<file path="src/rtl/ddram_pkg.sv">
// Shared DDR Avalon-MM widths and bridge FSM states, also used by the arbiter.
// No logic; constants and types only.
// Not applicable: no handshake in a package.
package ddram_pkg;

  localparam int DDR_AW  = 29;
  localparam int DDR_DW  = 64;
  localparam int DDR_BCW = 8;

  typedef enum logic [1:0] {
    ST_IDLE    = 2'd0,
    ST_RD_CMD  = 2'd1,
    ST_RD_DATA = 2'd2,
    ST_WR_CMD  = 2'd3
  } ddr_state_e;

endpackage

</file>
<file path="src/rtl/ddram_avl_bridge.sv">
// Bridges the arbiter's level-request read/write port onto a DDR Avalon-MM master.
// Latency: ack 1 cycle after capture; read beat 1 cycle after ddr_dout_ready.
// Backpressure: commands held on ddr_rd/ddr_we while ddr_busy; wr_busy flags non-idle.
module ddram_avl_bridge
  import ddram_pkg::*;
(
  input  logic                 clk,
  input  logic                 reset_n,

  input  logic [DDR_AW-1:0]    rd_addr,
  input  logic [DDR_BCW-1:0]   rd_burstcnt,
  input  logic                 rd_req,
  output logic                 rd_ack,
  output logic [DDR_DW-1:0]    rd_data,
  output logic                 rd_data_valid,

  input  logic [DDR_AW-1:0]    wr_addr,
  input  logic [DDR_BCW-1:0]   wr_burstcnt,
  input  logic [DDR_DW-1:0]    wr_data,
  input  logic [DDR_DW/8-1:0]  wr_be,
  input  logic                 wr_req,
  output logic                 wr_ack,
  output logic                 wr_busy,

  output logic [DDR_AW-1:0]    ddr_addr,
  output logic [DDR_BCW-1:0]   ddr_burstcnt,
  output logic                 ddr_rd,
  output logic                 ddr_we,
  output logic [DDR_DW-1:0]    ddr_din,
  output logic [DDR_DW/8-1:0]  ddr_be,
  input  logic                 ddr_busy,
  input  logic [DDR_DW-1:0]    ddr_dout,
  input  logic                 ddr_dout_ready
);

  // Writes are always single-beat, so the requested write burst length is unused.
  logic unused_wr_burstcnt;
  assign unused_wr_burstcnt = ^wr_burstcnt;

  ddr_state_e             state_q,    state_d;
  logic [DDR_AW-1:0]      addr_q,     addr_d;
  logic [DDR_BCW-1:0]     bcnt_q,     bcnt_d;
  logic [DDR_DW-1:0]      din_q,      din_d;
  logic [DDR_DW/8-1:0]    be_q,       be_d;
  logic [DDR_BCW-1:0]     cnt_q,      cnt_d;
  logic                   rd_ack_q,   rd_ack_d;
  logic                   wr_ack_q,   wr_ack_d;
  logic [DDR_DW-1:0]      rd_data_q,  rd_data_d;
  logic                   rd_vld_q,   rd_vld_d;
  logic                   ddr_rd_q,   ddr_rd_d;
  logic                   ddr_we_q,   ddr_we_d;

  // Next-state and registered-output computation for the request FSM.
  always_comb begin
    state_d   = state_q;
    addr_d    = addr_q;
    bcnt_d    = bcnt_q;
    din_d     = din_q;
    be_d      = be_q;
    cnt_d     = cnt_q;
    rd_ack_d  = 1'b0;
    wr_ack_d  = 1'b0;
    rd_data_d = rd_data_q;
    rd_vld_d  = 1'b0;
    ddr_rd_d  = 1'b0;
    ddr_we_d  = 1'b0;

    case (state_q)
      ST_IDLE: begin
        // Read has priority when both requests are raised together.
        if (rd_req) begin
          addr_d   = rd_addr;
          bcnt_d   = (rd_burstcnt == '0) ? DDR_BCW'(1) : rd_burstcnt;
          rd_ack_d = 1'b1;
          ddr_rd_d = 1'b1;
          state_d  = ST_RD_CMD;
        end else if (wr_req) begin
          addr_d   = wr_addr;
          din_d    = wr_data;
          be_d     = wr_be;
          bcnt_d   = DDR_BCW'(1);
          wr_ack_d = 1'b1;
          ddr_we_d = 1'b1;
          state_d  = ST_WR_CMD;
        end
      end

      ST_RD_CMD: begin
        if (ddr_busy) begin
          ddr_rd_d = 1'b1;
        end else begin
          cnt_d   = bcnt_q;
          state_d = ST_RD_DATA;
        end
      end

      ST_RD_DATA: begin
        if (ddr_dout_ready) begin
          rd_data_d = ddr_dout;
          rd_vld_d  = 1'b1;
          if (cnt_q != '0) begin
            cnt_d = cnt_q - DDR_BCW'(1);
          end
          // Last beat (or a counter that somehow reached zero) ends the burst.
          if (cnt_q <= DDR_BCW'(1)) begin
            state_d = ST_IDLE;
          end
        end
      end

      ST_WR_CMD: begin
        if (ddr_busy) begin
          ddr_we_d = 1'b1;
        end else begin
          state_d = ST_IDLE;
        end
      end

      default: state_d = ST_IDLE;
    endcase
  end

  // State and output registers; reset abandons any command or burst in flight.
  always_ff @(posedge clk) begin
    if (!reset_n) begin
      state_q   <= ST_IDLE;
      addr_q    <= '0;
      bcnt_q    <= '0;
      din_q     <= '0;
      be_q      <= '0;
      cnt_q     <= '0;
      rd_ack_q  <= 1'b0;
      wr_ack_q  <= 1'b0;
      rd_data_q <= '0;
      rd_vld_q  <= 1'b0;
      ddr_rd_q  <= 1'b0;
      ddr_we_q  <= 1'b0;
    end else begin
      state_q   <= state_d;
      addr_q    <= addr_d;
      bcnt_q    <= bcnt_d;
      din_q     <= din_d;
      be_q      <= be_d;
      cnt_q     <= cnt_d;
      rd_ack_q  <= rd_ack_d;
      wr_ack_q  <= wr_ack_d;
      rd_data_q <= rd_data_d;
      rd_vld_q  <= rd_vld_d;
      ddr_rd_q  <= ddr_rd_d;
      ddr_we_q  <= ddr_we_d;
    end
  end

  assign rd_ack        = rd_ack_q;
  assign wr_ack        = wr_ack_q;
  assign rd_data       = rd_data_q;
  assign rd_data_valid = rd_vld_q;
  assign ddr_addr      = addr_q;
  assign ddr_burstcnt  = bcnt_q;
  assign ddr_rd        = ddr_rd_q;
  assign ddr_we        = ddr_we_q;
  assign ddr_din       = din_q;
  assign ddr_be        = be_q;

  // Upstream sees the bridge busy whenever it is mid-transaction or DDR stalls.
  assign wr_busy = (state_q != ST_IDLE) || ddr_busy;

endmodule

</file>
<file path="config.mk">
export PLATFORM = sky130hd
export DESIGN_NAME = ddram_avl_bridge
export DESIGN_NICKNAME = d
export VERILOG_FILES = /design/src/rtl/ddram_pkg.sv /design/src/rtl/ddram_avl_bridge.sv
export SDC_FILE = /design/constraint.sdc
export NUM_CORES = 1
export LEC_CHECK = 0
export CAP_MARGIN = 20
export CORE_AREA = 3 3 152 154
export DETAILED_ROUTE_END_ITERATION = 6
export DIE_AREA = 0 0 155 157
export PLACE_DENSITY = 0.77
export SLEW_MARGIN = 30
export SYNTH_ARGS = -nofsm -noshare
export SYNTH_HDL_FRONTEND = slang
export SYNTH_SLANG_ARGS = --single-unit
</file>
<file path="constraint.sdc">
create_clock -name clk -period 1.9 [get_ports clk]
set_input_delay 0.38 -clock clk [delete_from_list [all_inputs] [get_ports clk]]
set_output_delay 0.38 -clock clk [all_outputs]
set_load 0.005 [all_outputs]
</file>
==> out/metrics.csv <==
stage;metric;value;unit
detailed_routing;vias;7275;
detailed_routing;wire_per_inst;15.3;um
clock_tree;cts_hold_buf;0;
timing;relSlewSlack;67.8;%
layout;area_growth;69.9;%
hold_path;hold_class;reg2reg;
timing;tightestPinTransition;484;ps
grt;grt_pass1_vias;6993;
clock_tree;cts_buffers;17;
layout;postLayoutCoreUtil;55.5;%
die;rows;54;
grt;use_met2;30.9;%
clock_tree;cts_tree;yes;
yosys;synth_fp_nets;1094;
detailed_routing;drc_errors;0;
timing;drv_slew;0;
detailed_routing;drt_iter0_drc;443;
flow_run;maxCapViolCount;0;
yosys;synth_edf_count;0;
yosys;synth_ff_type;dfxtp_1;
critical_path;crit_type;reg2reg;
power;p_leak;4.40;nW
timing;fmax;560;MHz
clock_tree;cts-root-buf;clkbuf_16;
clock_tree;cts_num_sinks;188;
die;die_x;155;um
placed_design;post-place-ws;-32.6;ps
yosys;synth_seq_area_share;52.8;%
detailed_routing;first_pass_iters;4;
layout;final_common_cell;clkdlybuf4s50_1;
placed_design;dp_hpwl;17500;um
layout;layout_common_cells;clkdlybuf4s50_1, nand2_1, dfxtp_1;
yosys;async_flop_share;0;%
timing;tns;0;ps
grt;antenna_found_initial;0;
detailed_routing;viasPerCell;4.72;
critical_path;cp.arrival;2120;ps
critical_path;cp-start-kind;flip-flop;
placed_design;io_buffers;386;
yosys;synth_area_per_cell;8.18;um2
layout;layout-drive-gt1-share;6.90;%
timing;period_share;94.0;%
die;core;21800;um2
die;die_y;157;um
timing;fin_skew;11.1;ps
clock_tree;cts.clk_slew.worst_paths;80;ps
timing;hold_violations;0;
yosys;yosysWarnings;0;
grt;grt.total_usage;18.5;%
critical_path;cp_max_fo;7;
die;die-area;24300;um2
power;p_per_area;1060;nW/um2
grt;grt_pass1_wl;36500;um
power;report.power.total;12.9;mW
layout;final_nets;1469;
grt;grt.overflow.total;0;
placed_design;place.gp.congestion;0.881;
critical_path;cp-end-kind;flip-flop;
die;initial_utilization;32.7;%
detailed_routing;wirelength;23500;um
detailed_routing;drtAntennaViolNets;0;
yosys;syn_area;7130;um2
grt;met3_usage;7.56;%
timing;rsz0062_at_grt;no;
critical_path;worst_ep_required_time;2240;ps
grt;grt_max_degree;74;
grt;gr-usage-met1;21.9;%
die;boundaryPins;395;
clock_tree;cts_max_path_buffers;2;
power;ir_drop;0.000488;V
clock_tree;cts_max_level;4;
grt;grt.busiest_layer;met2;
status;status;finished clean;
clock_tree;clock_latency;430;ps
yosys;synth_seq_cells;188;
yosys;syn_inst;872;
timing;setup_slack;114;ps
yosys;synth.distinct_cells;40;
timing;final.min_clock_period;1790;ps
timing;setup_viol;0;
==> stage by stage <==
| step | std cells | hold WS, ps | instance area, um2 |
|---|---|---|---|
| 2_1_floorplan | 872 | 453 | 7130 |
| 3_3_place_gp | 1507 | 439 | 11500 |
| 3_5_place_dp | 1507 | 444 | 11500 |
| 4_1_cts | 1540 | 455 | 12100 |
| 5_1_grt | 1540 | 470 | 12100 |
| 6_report | 1541 | 452 | 12100 |
==> report_power, final <==
group | switching [mW] | internal (mW)
Sequential | 0.322 | 4.54
Clock | 1.75 | 1.77
Combinational | 2.11 | 2.37
==> timing repair <==
item	in CTS	in global routing
pin swaps	0	1
cloned	0	0
setup buffers	1	0
resized for setup	6	6
setup endpoints to repair	4	72
endpoints found under the hold margin	0	0
==> Yosys cell counts (2+ instances only) <==
cell type / count / share of area [%]
nor2b_1: 3 / 0.26
o21a_1: 2 / 0.21
nand2_1: 289 / 15
buf_2: 20 / 1.4
nor3_1: 4 / 0.28
o21ai_1: 3 / 0.21
clkbuf_1: 40 / 2.1
a31oi_1: 2 / 0.18
a22oi_1: 7 / 0.74
o32ai_1: 6 / 0.74
nand3b_1: 2 / 0.21
and2_1: 3 / 0.26
o21ai_0: 3 / 0.21
buf_1: 6 / 0.32
a21oi_1: 147 / 10
a2bb2oi_1: 3 / 0.37
mux2i_1: 32 / 4.5
dfxtp_1: 188 / 53
nor2_1: 51 / 2.7
ha_1: 6 / 1.1
a211oi_1: 31 / 3.3
inv_1: 6 / 0.32
==> cell families (layout without fill, tap and decap cells) <==
group,count (synthesis),in the layout,synth area share (%)
multiplexers,32,32,4.49
AO/OA/AOI/OAI,212,212,17.5
other,0,1,0
flip-flops,188,188,52.8
AND/OR/NAND/NOR,362,362,20.1
buffers and inverters,72,460,4.14
adder cells (fa/ha/maj),6,6,1.05
==> state kept, by name, summed over array words and instances (netlist names) <==
register / flops
cnt_q: 8
ddr_addr: 29
ddr_be: 8
ddr_burstcnt: 8
ddr_din: 64
ddr_rd: 1
ddr_we: 1
rd_ack: 1
rd_data: 64
rd_data_valid: 1
state_q: 2
wr_ack: 1
==> final timing paths <==
kind | start | endpoint | slack, ps | cells after the start
hold reg to reg | ddr_din[33] | ddr_din[33] | 450 | 2
hold / removal | ddr_din[33] | ddr_din[33] | 450 | 2
setup reg to reg | cnt_q[1] | cnt_q[6] | 110 | 6
setup / recovery | cnt_q[1] | cnt_q[6] | 110 | 6
==> critical path, stage by stage (launching register included) <==
cell and delay [ps]:
dfxtp_1 340, inv_1 110, ha_4 180, or4b_4 520, o211ai_4 300, a21oi_1 120, o32ai_1 130
==> layer usage <==
layer  wire length, um  part of all wire, %
met1              9420                   40
met2             11500                   49
met3              2260                  9.6
met4               375                  1.6
met5                 0                    0
==> cell type report <==
type | count | area, um2
fill | 1970 | 9700
timing repair buffer | 422 | 4270
antenna | 1 | 2.50
tap | 280 | 350
sequential | 188 | 3770
clock buffer | 18 | 429
inverter | 6 | 27.5
clock inverter | 14 | 149
multi-input combinational | 612 | 3130
(Power assumes the default switching activity.)
